## src/rtl/mult_reduce_arbiter_if.sv

```systemverilog
// Handshake bundle between the conv1d channels, the shared mult_reduce and the per-channel result stages.
// Latency: none, wires only.
// Backpressure: valid/ready on the beat path and the result path.
interface mult_reduce_arbiter_if #(
    parameter int DATA_WIDTH = 12,
    parameter int NUM_REQ    = 4
);
    logic [NUM_REQ-1:0]                 arb_valid_in;
    logic [NUM_REQ-1:0]                 arb_ready_in;
    logic [NUM_REQ-1:0][DATA_WIDTH-1:0] arb_dataa_in;
    logic [NUM_REQ-1:0][DATA_WIDTH-1:0] arb_datab_in;
    logic                               mr_valid_out;
    logic                               mr_ready_out;
    logic [DATA_WIDTH-1:0]              mr_dataa_out;
    logic [DATA_WIDTH-1:0]              mr_datab_out;
    logic                               mr_valid_in;
    logic                               mr_ready_in;
    logic [2*DATA_WIDTH-1:0]            mr_result_in;
    logic [NUM_REQ-1:0]                 res_valid_out;
    logic [NUM_REQ-1:0]                 res_ready_out;
    logic [2*DATA_WIDTH-1:0]            res_data_out;
    logic                               arb_err_out;

    modport master (
        output arb_valid_in, arb_dataa_in, arb_datab_in, mr_ready_out,
               mr_valid_in, mr_result_in, res_ready_out,
        input  arb_ready_in, mr_valid_out, mr_dataa_out, mr_datab_out,
               mr_ready_in, res_valid_out, res_data_out, arb_err_out
    );

    modport slave (
        input  arb_valid_in, arb_dataa_in, arb_datab_in, mr_ready_out,
               mr_valid_in, mr_result_in, res_ready_out,
        output arb_ready_in, mr_valid_out, mr_dataa_out, mr_datab_out,
               mr_ready_in, res_valid_out, res_data_out, arb_err_out
    );
endinterface

```

## src/rtl/mult_reduce_arbiter.sv

```systemverilog
// Burst-locked round-robin share of one mult_reduce across NUM_REQ channels, with in-order result routing.
// Latency: one IDLE arbitration cycle per burst; beat and result paths are combinational.
// Backpressure: mr_ready_out gates the granted channel; res_ready_out of the head ID gates mr_ready_in.
module mult_reduce_arbiter #(
    parameter int DATA_WIDTH    = 12,
    parameter int NUM_REQ       = 4,
    parameter int NUM_ELEMENTS  = 5,
    parameter int ID_FIFO_DEPTH = 4
) (
    input  logic                 clk,
    input  logic                 rst,
    mult_reduce_arbiter_if.slave bus
);
    localparam int GW = $clog2(NUM_REQ);
    localparam int CW = (NUM_ELEMENTS > 1) ? $clog2(NUM_ELEMENTS) : 1;
    localparam int AW = $clog2(ID_FIFO_DEPTH);
    localparam logic [CW-1:0] LAST_BEAT = CW'(NUM_ELEMENTS - 1);

    typedef enum logic {IDLE, BURST} state_t;

    state_t        state, state_nxt;
    logic [GW-1:0] grant, grant_nxt;
    logic [GW-1:0] last_grant, last_grant_nxt;
    logic [GW-1:0] pick, cand;
    logic          pick_vld;
    logic [CW-1:0] beat_cnt, beat_cnt_nxt;
    logic [GW-1:0] id_mem [ID_FIFO_DEPTH];
    logic [AW-1:0] wr_ptr, rd_ptr;
    logic [AW:0]   occupancy;
    logic [GW-1:0] head;
    logic          fifo_empty, fifo_full;
    logic          push, pop;
    logic          arb_err;

    assign head       = id_mem[rd_ptr];
    assign fifo_empty = (occupancy == '0);
    assign fifo_full  = (occupancy == (AW+1)'(ID_FIFO_DEPTH));

    // Scan downward so the last hit is the first requester above last_grant.
    always_comb begin
        pick     = '0;
        pick_vld = 1'b0;
        cand     = '0;
        for (int i = NUM_REQ; i >= 1; i--) begin
            cand = GW'((int'(last_grant) + i) % NUM_REQ);
            if (bus.arb_valid_in[cand]) begin
                pick     = cand;
                pick_vld = 1'b1;
            end
        end
    end

    always_comb begin
        bus.res_valid_out = '0;
        bus.mr_ready_in   = 1'b0;
        if (!fifo_empty) begin
            bus.res_valid_out[head] = bus.mr_valid_in;
            bus.mr_ready_in         = bus.res_ready_out[head];
        end
    end

    assign pop              = bus.mr_valid_in && bus.mr_ready_in;
    assign bus.res_data_out = bus.mr_result_in;
    assign bus.arb_err_out  = arb_err;

    always_comb begin
        state_nxt        = state;
        grant_nxt        = grant;
        last_grant_nxt   = last_grant;
        beat_cnt_nxt     = beat_cnt;
        push             = 1'b0;
        bus.arb_ready_in = '0;
        bus.mr_valid_out = 1'b0;
        bus.mr_dataa_out = '0;
        bus.mr_datab_out = '0;
        case (state)
            IDLE: begin
                // A same-cycle pop frees the slot this push needs.
                if (pick_vld && (!fifo_full || pop)) begin
                    state_nxt      = BURST;
                    grant_nxt      = pick;
                    last_grant_nxt = pick;
                    beat_cnt_nxt   = '0;
                    push           = 1'b1;
                end
            end
            BURST: begin
                bus.mr_valid_out        = bus.arb_valid_in[grant];
                bus.arb_ready_in[grant] = bus.mr_ready_out;
                bus.mr_dataa_out        = bus.arb_dataa_in[grant];
                bus.mr_datab_out        = bus.arb_datab_in[grant];
                if (bus.arb_valid_in[grant] && bus.mr_ready_out) begin
                    if (beat_cnt == LAST_BEAT) begin
                        state_nxt    = IDLE;
                        beat_cnt_nxt = '0;
                    end else begin
                        beat_cnt_nxt = beat_cnt + CW'(1);
                    end
                end
            end
            default: state_nxt = IDLE;
        endcase
    end

    always_ff @(posedge clk or negedge rst) begin
        if (!rst) begin
            state      <= IDLE;
            grant      <= '0;
            last_grant <= GW'(NUM_REQ - 1);
            beat_cnt   <= '0;
            wr_ptr     <= '0;
            rd_ptr     <= '0;
            occupancy  <= '0;
            arb_err    <= 1'b0;
        end else begin
            state      <= state_nxt;
            grant      <= grant_nxt;
            last_grant <= last_grant_nxt;
            beat_cnt   <= beat_cnt_nxt;
            if (push) wr_ptr <= wr_ptr + AW'(1);
            if (pop)  rd_ptr <= rd_ptr + AW'(1);
            case ({push, pop})
                2'b10:   occupancy <= occupancy + (AW+1)'(1);
                2'b01:   occupancy <= occupancy - (AW+1)'(1);
                default: occupancy <= occupancy;
            endcase
            if (bus.mr_valid_in && fifo_empty) arb_err <= 1'b1;
        end
    end

    always_ff @(posedge clk) begin
        if (push) id_mem[wr_ptr] <= pick;
    end
endmodule

```

## src/flat_wrapper.sv

```systemverilog
// flat-port wrapper written by rule: the top's interface ports become plain ports
module mult_reduce_arbiter_flat 
#(
    parameter int DATA_WIDTH    = 12,
    parameter int NUM_REQ       = 4,
    parameter int NUM_ELEMENTS  = 5,
    parameter int ID_FIFO_DEPTH = 4
)
  (clk, rst, bus_arb_valid_in, bus_arb_dataa_in, bus_arb_datab_in, bus_mr_ready_out, bus_mr_valid_in, bus_mr_result_in, bus_res_ready_out, bus_arb_ready_in, bus_mr_valid_out, bus_mr_dataa_out, bus_mr_datab_out, bus_mr_ready_in, bus_res_valid_out, bus_res_data_out, bus_arb_err_out);
  mult_reduce_arbiter_if #(.DATA_WIDTH(DATA_WIDTH), .NUM_REQ(NUM_REQ)) bus_i ();
  input  logic clk;
  input  logic rst;
  input wire logic [$bits(bus_i.arb_valid_in)-1:0] bus_arb_valid_in;
  input wire logic [$bits(bus_i.arb_dataa_in)-1:0] bus_arb_dataa_in;
  input wire logic [$bits(bus_i.arb_datab_in)-1:0] bus_arb_datab_in;
  input wire logic [$bits(bus_i.mr_ready_out)-1:0] bus_mr_ready_out;
  input wire logic [$bits(bus_i.mr_valid_in)-1:0] bus_mr_valid_in;
  input wire logic [$bits(bus_i.mr_result_in)-1:0] bus_mr_result_in;
  input wire logic [$bits(bus_i.res_ready_out)-1:0] bus_res_ready_out;
  output wire logic [$bits(bus_i.arb_ready_in)-1:0] bus_arb_ready_in;
  output wire logic [$bits(bus_i.mr_valid_out)-1:0] bus_mr_valid_out;
  output wire logic [$bits(bus_i.mr_dataa_out)-1:0] bus_mr_dataa_out;
  output wire logic [$bits(bus_i.mr_datab_out)-1:0] bus_mr_datab_out;
  output wire logic [$bits(bus_i.mr_ready_in)-1:0] bus_mr_ready_in;
  output wire logic [$bits(bus_i.res_valid_out)-1:0] bus_res_valid_out;
  output wire logic [$bits(bus_i.res_data_out)-1:0] bus_res_data_out;
  output wire logic [$bits(bus_i.arb_err_out)-1:0] bus_arb_err_out;
  assign bus_i.arb_valid_in = bus_arb_valid_in;
  assign bus_i.arb_dataa_in = bus_arb_dataa_in;
  assign bus_i.arb_datab_in = bus_arb_datab_in;
  assign bus_i.mr_ready_out = bus_mr_ready_out;
  assign bus_i.mr_valid_in = bus_mr_valid_in;
  assign bus_i.mr_result_in = bus_mr_result_in;
  assign bus_i.res_ready_out = bus_res_ready_out;
  assign bus_arb_ready_in = bus_i.arb_ready_in;
  assign bus_mr_valid_out = bus_i.mr_valid_out;
  assign bus_mr_dataa_out = bus_i.mr_dataa_out;
  assign bus_mr_datab_out = bus_i.mr_datab_out;
  assign bus_mr_ready_in = bus_i.mr_ready_in;
  assign bus_res_valid_out = bus_i.res_valid_out;
  assign bus_res_data_out = bus_i.res_data_out;
  assign bus_arb_err_out = bus_i.arb_err_out;
  mult_reduce_arbiter #(.DATA_WIDTH(DATA_WIDTH), .NUM_REQ(NUM_REQ), .NUM_ELEMENTS(NUM_ELEMENTS), .ID_FIFO_DEPTH(ID_FIFO_DEPTH)) u_core (.clk(clk), .rst(rst), .bus(bus_i));
endmodule
```

## config.mk

```make
export PLATFORM = sky130hd
export DESIGN_NAME = mult_reduce_arbiter_flat
export DESIGN_NICKNAME = d
export VERILOG_FILES = /design/src/rtl/mult_reduce_arbiter_if.sv /design/src/rtl/mult_reduce_arbiter.sv /design/src/flat_wrapper.sv
export SDC_FILE = /design/constraint.sdc
export NUM_CORES = 1
export LEC_CHECK = 0
export ABC_CLOCK_PERIOD_IN_PS = 8550
export BUFFER_PORTS_ARGS = -buffer_cell sky130_fd_sc_hd__buf_2
export CAP_MARGIN = 20
export CORE_MARGIN = 2
export CORE_UTILIZATION = 42
export DETAILED_ROUTE_END_ITERATION = 10
export PLACE_DENSITY = 0.95
export SYNTH_ARGS = -nofsm -noshare
export SYNTH_HDL_FRONTEND = slang
export SYNTH_SLANG_ARGS = --single-unit
```

## constraint.sdc

```tcl
create_clock -name clk -period 8.55 [get_ports clk]
set_input_delay 1.2825 -clock clk [delete_from_list [all_inputs] [get_ports clk]]
set_output_delay 1.2825 -clock clk [all_outputs]
set_load 0.02 [all_outputs]
```

==> results of run 1 <==
-- Yosys cell counts (2+ instances only) --
cell	n	share of area, %
nand3_1	2	0.44
dfstp_2	2	2.3
dfrtp_1	14	16
nand4_1	2	0.55
ha_1	7	3.9
clkbuf_1	5	0.83
buf_4	24	8.0
mux2i_1	2	0.89
edfxtp_1	8	11
nor3_1	3	0.66
a21oi_1	3	0.66
a21o_1	3	1.0
nand2b_1	2	0.55
and2_1	25	6.9
nor2b_1	2	0.55
a211oi_1	3	1.0
o22ai_1	2	0.55
xor2_1	3	1.2
o21ai_0	3	0.66
and2_2	4	1.3
nand2_1	5	0.83
mux2_4	2	1.3
o311ai_0	2	0.78
xnor2_1	3	1.2
buf_2	3	0.66
inv_1	12	2.0
mux4_2	27	27
nor2_1	14	2.3
-- per-layer routing --
layer  up-vias  track usage [%]  wire (µm)
li1        932                -          -
met1       983            25.36       2523
met2       134            41.57       3802
met3        21            5.233        568
met4         0            7.321        193
met5         -                0          0
-- state kept, by name (all words and copies together) (netlist names) --
register and count:
u_core.id_mem 8, u_core.beat_cnt 3, u_core.occupancy 3, u_core.grant 2
u_core.last_grant 2, u_core.rd_ptr 2, u_core.wr_ptr 2, u_core.bus.arb_err_out 1
u_core.state 1
-- area by class of cell --
type	count	share of cell area, %
sequential	24	22.00
timing repair buffer	143	25.20
inverter	13	1.751
clock buffer	3	1.410
multi-input combinational	130	45.62
tap	70	2.990
clock inverter	1	1.025
-- cells by family after synthesis --
logic type	count (synthesis)
compound gates	20
fa+ha+maj	8
flops	24
mux	33
simple gates	63
buf+inv	47
xor+xnor	6
-- final timing paths --
path / startpoint / depth (start not counted) / slack (ns) / end
min reg2reg: u_core.bus.arb_err_out / 1 / 0.46 / u_core.bus.arb_err_out
min: u_core.bus.arb_err_out / 1 / 0.46 / u_core.bus.arb_err_out
max reg2reg: u_core.rd_ptr[0] / 9 / 5.35 / u_core.occupancy[1]
max in group asynchronous: rst / 1 / 7.33 / u_core.last_grant[0]
max: bus_arb_valid_in[3] / 4 / 4.98 / bus_mr_valid_out
min in group asynchronous: rst / 1 / 0.91 / u_core.rd_ptr[0]
-- stage by stage --
stage	area (µm²)	setup slack, ns	utilization (%)	power, W
2_1_floorplan	2260	5.178	-	0.0007701
3_3_place_gp	2830	4.987	55.06	0.0009250
3_5_place_dp	2830	4.929	55.06	0.0009539
4_1_cts	2902	4.982	56.45	0.001055
5_1_grt	2929	4.889	56.99	0.001147
6_report	2929	4.985	56.99	0.001073
-- where the power goes --
| group | leakage [nW] | switching [W] | internal [W] |
|---|---|---|---|
| Sequential | 0.253 | 0.0000959 | 0.000171 |
| Combinational | 1.12 | 0.000364 | 0.000342 |
| Clock | 0.0357 | 0.0000369 | 0.0000627 |
| Total | 1.41 | 0.000497 | 0.000576 |
==> results.md, run 1 <==
- Run status: finished, final reports clean
- Footprint of the multi-input gates: 1336 µm²
- Core box area: between 5000 and 6000 µm²
- Sequential fraction of the synthesis area: 28.46%
- CP Launch Type: primary input
- Worst path slowest cell: mux4_2
- Site row count: 26
- GRT overflow: 0
- Initial DRC count: 163
- CTS sink cnt: 24
- Worst slew pin tran: approximately 1.1 ns
- Most frequent cells in the layout: 142 x buf_2, 27 x mux4_2, 25 x and2_1
- Delay-heaviest family, CP: multiplexers
- Worst EP required: 7.27 ns
- Post-synthesis instance total: 201
- Simple-gate portion of the synthesized area: between 10% and 20%
- Starting Density: 43.96%
- Xor and xnor area share after synthesis: 2.326%
- Clk slew on worst S/H paths: 0.08 ns
- Maximum vdd drop: approximately 0.00014 V
- Post-CTS setup-driven buffer insertion count: 0
- Slew Limit Fails: 0
- Clock Tree Buf Depth: 2
- Wirelength per Cell: between 15 and 20 µm
- Max Clk Rate: 0.2805 GHz
- Maxcap violations: 0
- Arrival @ worst endpoint: 2.28 ns
- All-Layer GR Usage: 22.46%
- Final Wtd Congestion: 0.9162
- Die H: just under 80 µm
- Global-route wire length before repair: 10,470 µm
- Yosys reg bits: 24
- Post-CTS Hold Fix Bufs: 0
- Final Net Count: ~460
- Critical Path Fanout Max: 5
- Finished Layout Cells: 384
- Post-synthesis area per instance: 11.24 µm²
- Clock latency on the worst-skew pair: 0.27 ns
- Antenna violations before repair: 0
- Final hold violations: 0
- Synth Warn #: 0
- Worst Hold Class: reg2reg
- CTS Buf Count: 3
- Vias: 2,070
- Largest family of logic cells by synthesized area: multiplexers
- Netlist cell types: 42
- TritonCTS clock tree: done
- Fin Setup TNS: 0 ns
- Most frequent CP cell: buf_2
- Pin count of the biggest net entering global routing: 31
- Final worst path period need: 3.565 ns
- CP Capture Type: primary output
- # setup viols final: 0
- Crit-path max cell delay: 0.53 ns
- Setup CP Type: in2out
- Portion of netlist area occupied by mux cells: between 30% and 40%
- Total wire length: roughly 7000 µm
- RSZ-0062 raised after global routing: no
- Pwr Density: approximately 370 nW/µm²
- Post-synth EDFFs: 8
- Syn_nets: 341
- Prevailing post-synth register cell: dfrtp_1
- # resized after CTS: 0
- Async SR Flop Fraction: about two thirds
- H-tree depth: 1
- IO Pins: 191
- Hold WS: ~0.46 ns
- Slew HR: 25.61%
- Layout cell share with drive strength beyond 1: 60.51%
- Setup Skew: between 0.0015 and 0.002 ns
- Tcrit/Tclk final: 41.70%
- CP cell instances: buf_2 > mux4_2 > and2_1 > buf_2
- Root buffer cell: clkbuf_8
- # diodes: 0
- Die W: 77.35 µm
- Post-DP HPWL: 5876 µm
- Port Buf Inserts: 142
- Vias in the first global route: 2,112
- Area delta synth->final: 29.62%
- Pre-antenna DRT Iters: 6
- Synth Cell Area: 2260 µm²
- Placed cell count: 379
- WP buf/inv: 2
- Fill count: 432
- Sequential Area: between 600 and 700 µm²
- Die area: 5983 µm²
- Leak: 1.411 nW
- DRC viols: 0
- Post-route antenna net violation count: 0
- Drt via density: 5.391
- Compound-Gate Fraction of Synth Area: 6.257%
- Adder-Cell Fraction of Synth Area: 4.762%
- Commonest non-fill, non-tap cell in the layout: buf_2
(Power assumes the default switching activity.)
==> inputs of run 2 (changes only) <==
- ABC_CLOCK_PERIOD_IN_PS: 8550 -> 2950
- CORE_UTILIZATION: 42 -> 35
- PLACE_DENSITY: 0.95 -> 0.87
- clock period: 8.55 -> 2.95 ns (I/O delays scaled with it)
==> results.md, run 2 (same netlist as run 1, synthesis figures left out) <==
- Die W: 84.35 µm
- Die H: 84.35 µm
- Worst Hold Class: in2async
- CTS sink cnt: 24
- Final worst path period need: 2.791 ns
- GRT overflow: 0
- Fin Setup TNS: 0 ns
- Leak: 1.420 nW
- Root buffer cell: clkbuf_8
- Setup CP Type: reg2reg
- Die area: about 7100 µm²
- Post-route antenna net violation count: 0
- Slew HR: 59.18%
- Comb pwr share: 70.8%
- Final Wtd Congestion: ~0.84
- Slew Limit Fails: 0
- Clk slew on worst S/H paths: 0.08 ns
- Max reg flops: 8
- Commonest non-fill, non-tap cell in the layout: buf_2
- Arrival @ worst endpoint: 2.98 ns
- Initial DRC count: 122
- Setup Skew: 0.004464 ns
- Finished Layout Cells: approximately 400
- Worst slew pin tran: 0.6124 ns
- Crit-path max cell delay: about 0.62 ns
- Clock latency on the worst-skew pair: 0.26 ns
- Most frequent cells in the layout: 142 x buf_2, 27 x mux4_2, 25 x and2_1
- Vias in the first global route: 2,083
- Max Clk Rate: 0.3583 GHz
- Flop pwr share: 22.7%
- CP Capture Type: register
- Maximum vdd drop: 0.0005853 V
- Antenna violations before repair: 0
- H-tree depth: 1
- Total wire length: approximately 6300 µm
- Global-route wire length before repair: 9611 µm
- Pin count of the biggest net entering global routing: 30
- Core box area: 6314 µm²
- Maxcap violations: 0
- Placed cell count: 391
- Site row count: 29
- # setup viols final: 0
- Fill count: 591
- Clock Tree Buf Depth: 2
- Layout cell share with drive strength beyond 1: 62.38%
- P_sw: 0.001403 W
- Final hold violations: 0
- Run status: finished, final reports clean
- Int Pwr: 0.001633 W
- CP cell instances: mux4_2 > mux2i_4 > o2111a_2 > a21oi_2 > inv_4 > ha_2 > inv_1 > fa_2 > xor2_1 > nor2_1 > xor2_1
- Tcrit/Tclk final: between 90 and 100%
- Setup WS pre-CTS: 0.07566 ns
- Sequential Area: 645.6 µm²
- Biggest regs: u_core.id_mem: 8 flops, u_core.beat_cnt: 3 flops, u_core.occupancy: 3 flops
- Setup ws final: 0.1593 ns
- TritonCTS clock tree: done
- Worst EP required: 3.14 ns
- All-Layer GR Usage: approximately 17%
- Final Net Count: 460
- Most frequent CP cell: xor2_1
- CP Launch Type: register
- Starting Density: 35.79%
- Sw frac: 46.22%
- Post-DP HPWL: 5174 µm
- Top reg by flops: u_core.id_mem
- Vias: between 2,000 and 2,500
- Power Total: 0.003036 W
- Drt via density: 5.063
- CTS Buf Count: 3
- IO Pins: 191
- Clock power frac: 6.4%
- Pwr Density: 1020 nW/µm²
- # diodes: 0
- Worst path slowest cell: mux4_2
- Critical Path Fanout Max: 4
- DRC viols: 0
- Port Buf Inserts: 142
- Footprint of the multi-input gates: 1369 µm²
- Pre-antenna DRT Iters: 4
- Area delta synth->final: 31.67%
- Wirelength per Cell: 15.83 µm
-- run 2: area by class of cell --
class	instances	share of cell area [%]
Inverter	13	1.724
Tap cell	77	3.238
Multi-Input combinational cell	130	46.01
Timing Repair Buffer	148	25.82
Sequential cell	24	21.70
Clock buffer	4	1.514
-- run 2: final timing paths --
check | start | end | slack, ns | cells past startpoint
max | u_core.rd_ptr[0] | u_core.occupancy[2] | 0.16 | 11
max reg2reg | u_core.rd_ptr[0] | u_core.occupancy[2] | 0.16 | 11
max in group asynchronous | rst | u_core.last_grant[1] | 2.56 | 1
min reg2reg | u_core.bus.arb_err_out | u_core.bus.arb_err_out | 0.47 | 1
min in group clk | bus_mr_valid_in | u_core.bus.arb_err_out | 0.39 | 2
min | rst | u_core.occupancy[0] | 0.08 | 1
-- run 2: routing by layer --
layer | wire length (µm) | up-vias | global-route usage (%)
met5 | 0 | - | 0
met2 | 3371 | 103 | 31.39
met1 | 2352 | 961 | 19.31
met3 | 506 | 4 | 3.540
li1 | - | 937 | -
met4 | 38 | 0 | 3.030
-- run 2: critical path, delay by kind of cell (launching register included) --
family / cells / cell delay, ns
muxes: 2 / 0.85
buffers and inverters: 2 / 0.13
AOI/OAI and AO/OA: 2 / 0.34
xor gates and xnor gates: 2 / 0.30
DFF: 1 / 0.42
and+or+nand+nor: 1 / 0.14
adders and majority gates: 2 / 0.54
-- run 2: through the flow --
| step | utilization (%) | hold WS [ns] | instance area [µm²] |
|---|---|---|---|
| after detailed placement | 45.76 | 0.3841 | 2889 |
| final | 47.13 | 0.08297 | 2975 |
| after global placement | 45.76 | 0.3775 | 2889 |
| after floorplan | - | 0.1469 | 2260 |
| after global routing | 47.13 | 0.1047 | 2975 |
| after CTS | 46.47 | 0.1016 | 2934 |
-- run 2: power groups by stage --
| stage | logic [W] | registers (W) | clock network (W) |
|---|---|---|---|
| 3_5_place_dp | 0.00210 | 0.000695 | 0 |
| 6_report | 0.00215 | 0.000690 | 0.000195 |
| 4_1_cts | 0.00212 | 0.000688 | 0.000196 |
| 3_3_place_gp | 0.00205 | 0.000684 | 0 |
| 5_1_grt | 0.00236 | 0.000717 | 0.000209 |
| 2_1_floorplan | 0.00164 | 0.000588 | 0 |
-- run 2: timing repair --
action	4_1_cts	5_1_grt
gates resized for setup	0	7
endpoints found under the setup margin	0	1
buffers inserted	0	1
hold buffers	0	0
